`config.mk`:
```
export PLATFORM = sky130hd
export DESIGN_NAME = clk_gen_param_flat
export DESIGN_NICKNAME = d
export VERILOG_FILES = /design/src/rtl/clk_gen_param_if.sv /design/src/rtl/clk_gen_param.sv /design/src/flat_wrapper.sv
export SDC_FILE = /design/constraint.sdc
export NUM_CORES = 1
export LEC_CHECK = 0
export BUFFER_PORTS_ARGS = -buffer_cell sky130_fd_sc_hd__buf_4
export CAP_MARGIN = 20
export CELL_PAD_IN_SITES_DETAIL_PLACEMENT = 0
export CELL_PAD_IN_SITES_GLOBAL_PLACEMENT = 1
export CORE_ASPECT_RATIO = 1.75
export CORE_UTILIZATION = 25
export DETAILED_ROUTE_END_ITERATION = 8
export HOLD_SLACK_MARGIN = 0.1
export PLACE_DENSITY = 0.49
export SYNTH_ARGS = -nofsm -noshare
export SYNTH_HDL_FRONTEND = slang
export SYNTH_SLANG_ARGS = --single-unit
```
`constraint.sdc`:
```
create_clock -name clk8f -period 1.7 [get_ports clk8f]
set_input_delay 0 -clock clk8f [delete_from_list [all_inputs] [get_ports clk8f]]
set_output_delay 0 -clock clk8f [all_outputs]
set_load 0.02 [all_outputs]
```
`src/rtl/clk_gen_param_if.sv`:
```
`default_nettype none
// ============================================================================
// Module      : clk_gen_param_if
// Description : Control/status bundle for the clk_gen_param divider. The
//               master side is the generator (drives clocks and status);
//               the slave side is the consumer that requests run.
// Revision    : 1.0 - initial release
// ============================================================================
interface clk_gen_param_if #(
  parameter int NUM_DIV = 3
);
  logic               run;
  logic [NUM_DIV-1:0] clk_out;
  logic [NUM_DIV-1:0] clk_rise;
  logic               locked;
  logic               running;

  modport master (
    input  run,
    output clk_out,
    output clk_rise,
    output locked,
    output running
  );

  modport slave (
    output run,
    input  clk_out,
    input  clk_rise,
    input  locked,
    input  running
  );
endinterface
`default_nettype wire

```
`src/rtl/clk_gen_param.sv`:
```
`default_nettype none
// ============================================================================
// Module      : clk_gen_param
// Description : Parametrised clock divider on clk8f. Output i is clk8f/2^(i+1)
//               taken straight from a counter flop, with a registered
//               rising-edge strobe per output, run/stop control that always
//               stops on the common low phase, and a lock indicator.
//               Optional macro CLK_GEN_SYNC_RUN_EN adds a 2-flop synchroniser
//               on run (adds 2 cycles to every run-related latency).
// Revision    : 1.0 - initial release
// ============================================================================
module clk_gen_param #(
  parameter int NUM_DIV     = 3,
  parameter int LOCK_CYCLES = 2
) (
  input  wire                    clk8f,
  input  wire                    reset,   // asynchronous, active low
  clk_gen_param_if.master        bus
);

  typedef enum logic [1:0] {
    ST_IDLE     = 2'd0,
    ST_RUN      = 2'd1,
    ST_STOPPING = 2'd2
  } state_t;

  localparam logic [3:0] C_LOCK_MAX = 4'(LOCK_CYCLES);

  state_t             r_state;
  logic [NUM_DIV-1:0] r_cnt;
  logic [NUM_DIV-1:0] r_rise;
  logic               r_locked;
  logic               r_running;
  logic [3:0]         r_lock_cnt;

  logic               w_run;
  logic [NUM_DIV-1:0] w_cnt_inc;
  logic [NUM_DIV-1:0] w_rise;
  logic               w_wrap;

`ifdef CLK_GEN_SYNC_RUN_EN
  logic r_run_meta;
  logic r_run_sync;

  // Bring the asynchronous run request into the clk8f domain
  always_ff @(posedge clk8f or negedge reset) begin
    if (!reset) begin
      r_run_meta <= 1'b0;
      r_run_sync <= 1'b0;
    end else begin
      r_run_meta <= bus.run;
      r_run_sync <= r_run_meta;
    end
  end

  assign w_run = r_run_sync;
`else
  assign w_run = bus.run;
`endif

  // A bit rises exactly when it is 0 now and 1 after the increment
  assign w_cnt_inc = r_cnt + 1'b1;
  assign w_rise    = ~r_cnt & w_cnt_inc;
  assign w_wrap    = &r_cnt;

  // Run/stop FSM, divider counter, strobes and lock tracking
  always_ff @(posedge clk8f or negedge reset) begin
    if (!reset) begin
      r_state    <= ST_IDLE;
      r_cnt      <= '0;
      r_rise     <= '0;
      r_locked   <= 1'b0;
      r_running  <= 1'b0;
      r_lock_cnt <= 4'd0;
    end else begin
      r_rise <= '0;
      case (r_state)
        ST_IDLE: begin
          // cnt stays 0 on the start edge so every start is phase-aligned
          r_cnt      <= '0;
          r_locked   <= 1'b0;
          r_lock_cnt <= 4'd0;
          if (w_run) begin
            r_state   <= ST_RUN;
            r_running <= 1'b1;
          end
        end

        ST_RUN: begin
          if (!w_run && w_wrap) begin
            // Stop request lands on the common low phase: stop right here
            r_state    <= ST_IDLE;
            r_cnt      <= '0;
            r_running  <= 1'b0;
            r_locked   <= 1'b0;
            r_lock_cnt <= 4'd0;
          end else begin
            r_cnt  <= w_cnt_inc;
            r_rise <= w_rise;
            if (!w_run) begin
              r_state <= ST_STOPPING;
            end
            if (w_wrap && (r_lock_cnt != C_LOCK_MAX)) begin
              r_lock_cnt <= r_lock_cnt + 4'd1;
              if ((r_lock_cnt + 4'd1) == C_LOCK_MAX) begin
                r_locked <= 1'b1;
              end
            end
          end
        end

        ST_STOPPING: begin
          // Keep counting so no high phase is truncated
          r_cnt  <= w_cnt_inc;
          r_rise <= w_rise;
          if (w_wrap) begin
            // The wrap edge wins over a late run re-request
            r_state    <= ST_IDLE;
            r_running  <= 1'b0;
            r_locked   <= 1'b0;
            r_lock_cnt <= 4'd0;
          end else if (w_run) begin
            r_state <= ST_RUN;
          end
        end

        default: begin
          r_state   <= ST_IDLE;
          r_cnt     <= '0;
          r_running <= 1'b0;
          r_locked  <= 1'b0;
        end
      endcase
    end
  end

  // Clock outputs come directly from flops
  assign bus.clk_out  = r_cnt;
  assign bus.clk_rise = r_rise;
  assign bus.locked   = r_locked;
  assign bus.running  = r_running;

endmodule
`default_nettype wire
```
`src/flat_wrapper.sv`:
```
// flat-port wrapper written by rule: the top's interface ports become plain ports
module clk_gen_param_flat 
#(
  parameter int NUM_DIV     = 3,
  parameter int LOCK_CYCLES = 2
)
  (clk8f, reset, bus_run, bus_clk_out, bus_clk_rise, bus_locked, bus_running);
  clk_gen_param_if #(.NUM_DIV(NUM_DIV)) bus_i ();
  input  wire clk8f;
  input  wire reset;
  input wire logic [$bits(bus_i.run)-1:0] bus_run;
  output wire logic [$bits(bus_i.clk_out)-1:0] bus_clk_out;
  output wire logic [$bits(bus_i.clk_rise)-1:0] bus_clk_rise;
  output wire logic [$bits(bus_i.locked)-1:0] bus_locked;
  output wire logic [$bits(bus_i.running)-1:0] bus_running;
  assign bus_i.run = bus_run;
  assign bus_clk_out = bus_i.clk_out;
  assign bus_clk_rise = bus_i.clk_rise;
  assign bus_locked = bus_i.locked;
  assign bus_running = bus_i.running;
  clk_gen_param #(.NUM_DIV(NUM_DIV), .LOCK_CYCLES(LOCK_CYCLES)) u_core (.clk8f(clk8f), .reset(reset), .bus(bus_i));
endmodule
```
* Word level (Yosys, flattened, before mapping) *
Index checks and enable logic that the tools add are counted.
W data, S select, Z words.

operators by class
  add/subtract/negate cells = 2
  equality and inequality tests = 10
  multiplexer cells = 21
  bitwise operators = 2
  reduce and logical (&&, ||, !) cells = 9

operators with widths
  cell                   count
  $mux W4                3
  $pmux W3 S2            2
  $pmux W4 S3            1
  $reduce_and A3 Y1      4
  $mux W2                4
  $mux W1                6
  $mux W3                2
  $ne A3 B1 Y1 const B   2
  $pmux W2 S3            1
  $add A4 B1 Y4 const B  1
  $eq A4 B2 Y1 const B   1
  $ne A2 B1 Y1 const B   2
  $ne A4 B2 Y1 const B   1
  $add A3 B1 Y3 const B  1
  $and A3 B3 Y3          1
  $ne A3 B2 Y1 const B   1
  $not A3 Y3             1
  $pmux W1 S3            1
  $reduce_bool A3 Y1     1
  $eq A2 B1 Y1 const B   1
  $eq A2 B2 Y1 const B   1
  $logic_and A1 B1 Y1    2
  $logic_not A2 Y1       1
  $ne A2 B2 Y1 const B   1
  2 further kinds        2

word-level totals
  register bits after elaboration = 14
  input bits = 3
  output and inout port bits = 8

* Depth between registers and ports, before layout *
  word-level depth = 6
  depth in mapped cells = 6
  depth with buffers taken out = 6

* Worst setup path before layout *
OpenSTA, ideal clock, no wires.

  kind = register to register
  start = reg u_core.bus.clk_rise[0] (netlist name)
  end = reg u_core.r_lock_cnt[2]
  library setup time = 80 ps
  arrival = 1,631 ps
  data required time = 1,620 ps
  path slack = -11 ps
  cell stages (with the launch flop) = 7
  buffers on the path = 0
  clock period less this slack = 1,711 ps
  cell sequence = dfrtp_1 -> ha_1 -> ha_1 -> o21ba_4 -> a311oi_4 -> nand2_2 -> o22ai_2

RTL lines
  item                  RTL line              source
  to (signal assigned)  clk_gen_param.sv:104  r_lock_cnt <= r_lock_cnt + 4'd1;
  to (decl)             clk_gen_param.sv:34   logic [3:0] r_lock_cnt;

* Final worst setup path *
  start = reg u_core.r_state[0]
  end = reg u_core.r_lock_cnt[2]

between the ends
  cells in the longest elaborated chain, start to end = 3
  elaborated cells on any way between the ends = 8

RTL lines
  item                                            RTL line             source
  from (decl)                                     clk_gen_param.sv:29  state_t r_state;
  from (signal assigned)                          clk_gen_param.sv:69  r_state <= ST_IDLE;
  from (signal assigned)                          clk_gen_param.sv:84  r_state <= ST_RUN;
  from (signal assigned)                          clk_gen_param.sv:92  r_state <= ST_IDLE;
  $eq A2 B1 Y1 (tied with other cells)            clk_gen_param.sv:77  case (r_state)
  $ne A3 B1 Y1 (no line) (tied with other cells)  --
  $reduce_and A3 Y1 (no line)                     --

Parallel ways exist; a longest one is shown, timed or not.
A chain may end at the register's enable or synchronous reset.

==> impl_metrics.ini <==
[detailed_routing]
remaining_drc_errors = 0
vias = 640
wire_per_inst_um = 13.08
drt-total-wl_mm = 1.897
drt_iter0_drc = 4
final_antenna_net_count = 0
via_per_inst = 4.414
drtPass1Iterations = 4

[cells_and_area]
multiInputGateArea_sq_um = 440.4
fillerInstances = 310
finalNonFillerCells = 145
seqCellArea_sq_um = 327.8
area_delta_synth_final_pct = 32.65
antenna_cells = 0
fin_nets = 118
drive_gt1_share_pct = 31.07
fin_area_sq_mm = 0.001052

[yosys]
ys_seq_elements = 13
syn_area_sq_um = 793.3
synth_top_flop_cell = dfrtp_1
syn_inst = 82
synth_adder_area_share_pct = 17.35
syn_nets = 96
synth_top_family_by_area = compound AO/OA/AOI/OAI gates
synthMuxAreaShare_pct = 1.262
synth_edf_count = 0
synthDistinctLibCells = 23
ys_seq_area_share_pct = 41.01
yosys_warnings = 0
synth_xor_area_share_pct = 1.104
async_flop_share_pct = 100.0
synth_area_leader_cell = dfrtp_1
yosys-top-cells-area = dfrtp_1 41%, ha_1 17%, inv_1 5.7%
synth_top_area_share_pct = 41.01
synth-simple-area-share_pct = 13.56
synth-compound-area-share_pct = 19.09
syn_avg_cell_area_sq_um = 9.674

[placement]
place_area_sq_um = 952.2
portBuffers = 10
place_congestion = 0.7791
place_inst = 138
hpwl_mm = 1.465

[floorplan]
die-area_sq_mm = 0.003411
die_h_um = 76.52
core_sq_mm = 0.002960
die_w_um = 44.58
top_level_ports = 11
initial_core_util_pct = 26.80
rows = 26

[worst_setup_path]
endpoint_kind = flip-flop
worstSetupPathType = flip-flop to flip-flop
required_ns = 1.87
critPathMaxFanout = 7
worstPathArrival_ns = 1.71
worstSetupStartpointType = flip-flop

[global_routing]
grt_max_degree = 14
antenna_found_initial = 0
use_met2_pct = 22.50
grt_use_met1_pct = 15.61
use_met3_pct = 2.370
track_usage_pct = 13.34
first_global_vias = 685
grt.overflow.total = 0
grt.busiest_layer = met2
grt_pass1_wl_mm = 3.339

[clocking]
clock_sinks = 13
cts.clk_slew.worst_paths_ns = 0.06
cts_tree = built
numCtsBuffers = 3
cts.htree.levels = 1
clockBufferDepth = 2
clock_latency_ns = 0.25
clockRootBuffer = clkbuf_8

[sta]
fin_skew_ns = 0.002827
rsz0062_at_grt = no
hold_violations = 0
timing.fmax_mhz = 648.1
final-max-slew-violation-count = 0
finalSetupViolations = 0
slew_headroom_pct = 77.97
worst-slew-pin-transition_ns = 0.3305
whs_ns = 0.1386
post-route-min-period_ns = 1.543
setup_tns_ns = 0
fin_crit_sh_pct = 90.76

[power]
leakage_nw = 0.4775
peakVddDrop_mv = 0.7143
powerDensity_mw_per_mm2 = 1432

[run]
drv_cap = 0

[hold_path]
worstHoldPathType = primary input to asynchronous set/reset pin

[outcome]
status = finished clean
[area by class of cell]
type | instances | share of cell area [%]
Timing Repair Buffer | 18 | 13.32
Tap cell | 42 | 4.994
Sequential cell | 13 | 31.15
Multi-Input combinational cell | 56 | 41.85
Inverter | 12 | 4.281
Clock buffer | 3 | 3.924
Clock inverter | 1 | 0.4756
[metrics by stage]
stage          total power [mW]  utilization, %  setup slack (ns)
2_1_floorplan            0.9507               -           0.03292
3_3_place_gp              1.196           32.16           0.01609
3_5_place_dp              1.186           32.16          0.002315
4_1_cts                   1.513           34.74          0.003178
5_1_grt                   1.648           35.55          0.008388
6_report                  1.507           35.55            0.1570
[flip-flops by register name, summed over array words and instances, names as in the netlist]
name and cells:
u_core.r_lock_cnt 4, u_core.bus.clk_rise 3, u_core.bus.clk_out 2, u_core.r_state 2
u_core.bus.locked 1, u_core.bus.running 1
[cells by family (layout without fill, tap and decap cells)]
kind of cell               count (synthesis)  in the layout
muxes                                      1              1
DFF                                       13             13
and+or+nand+nor                           23             23
xor gates and xnor gates                   1              1
AOI/OAI and AO/OA                         20             20
buffers and inverters                     13             34
adders and majority gates                 11             11
[placed cells by master, fill, tap and decap left out]
cell type,synthesis,final
ha_4,0,1
ha_1,11,7
o21a_1,1,1
nand2_1,4,4
xor2_1,1,1
clkinv_2,0,1
o21ai_0,8,8
inv_1,12,12
nand2b_1,1,1
a21oi_1,5,4
ha_2,0,3
o21ba_4,1,1
a21oi_2,0,1
nor2_1,10,10
buf_4,1,16
nand3_1,3,3
clkbuf_8,0,3
nand2_2,1,1
a22oi_1,1,1
nand3b_1,1,1
o22ai_2,1,1
dfrtp_2,0,2
nor4_1,2,2
dlygate4sd3_1,0,2
a311oi_1,1,1
mux2i_1,1,1
dfrtp_1,13,11
a311oi_4,1,1
and2_4,0,1
a21boi_1,0,1
[metal layers]
layer	share of wire [%]	up-vias
met3	3.0	6
met4	2.6	0
met1	40	302
met5	0	-
li1	-	317
met2	54	15
[report_power, final]
group | internal (mW) | total, mW | switching [mW] | leakage, nW
Combinational | 0.343 | 0.769 | 0.426 | 0.280
Clock | 0.162 | 0.288 | 0.126 | 0.0255
Sequential | 0.379 | 0.450 | 0.0701 | 0.172
[Yosys cell counts, types with 2 or more instances]
library cell   n
nand2_1        4
inv_1         12
ha_1          11
nand3_1        3
dfrtp_1       13
nor2_1        10
nor4_1         2
o21ai_0        8
a21oi_1        5
[what timing repair did]
item	in CTS	in global routing
hold buffers	2	0
buffers inserted	1	0
pin swaps	0	1
setup endpoints to repair	1	9
hold endpoints to repair	14	0
gates resized for setup	2	7
[final timing paths]
| kind | startpoint | to | slack (ns) | cells past startpoint |
|---|---|---|---|---|
| worst max-delay path | u_core.r_state[0] | u_core.r_lock_cnt[2] | 0.16 | 5 |
| worst min register to register | u_core.bus.clk_rise[0] | u_core.bus.clk_rise[0] | 0.49 | 1 |
| worst min-delay path | reset | u_core.bus.locked | 0.14 | 2 |
| min in group clk8f | u_core.bus.clk_rise[0] | u_core.bus.clk_rise[0] | 0.49 | 1 |
| worst max register to register | u_core.r_state[0] | u_core.r_lock_cnt[2] | 0.16 | 5 |
| max in group asynchronous | reset | u_core.bus.clk_rise[0] | 1.37 | 2 |
[critical path: stages (launching register included)]
cell and delay [ns]:
dfrtp_2 0.44, ha_2 0.24, o21ba_4 0.26, a311oi_4 0.27, nand2_2 0.10, o22ai_2 0.14
Note: power is estimated with default switching activity, not from simulation.
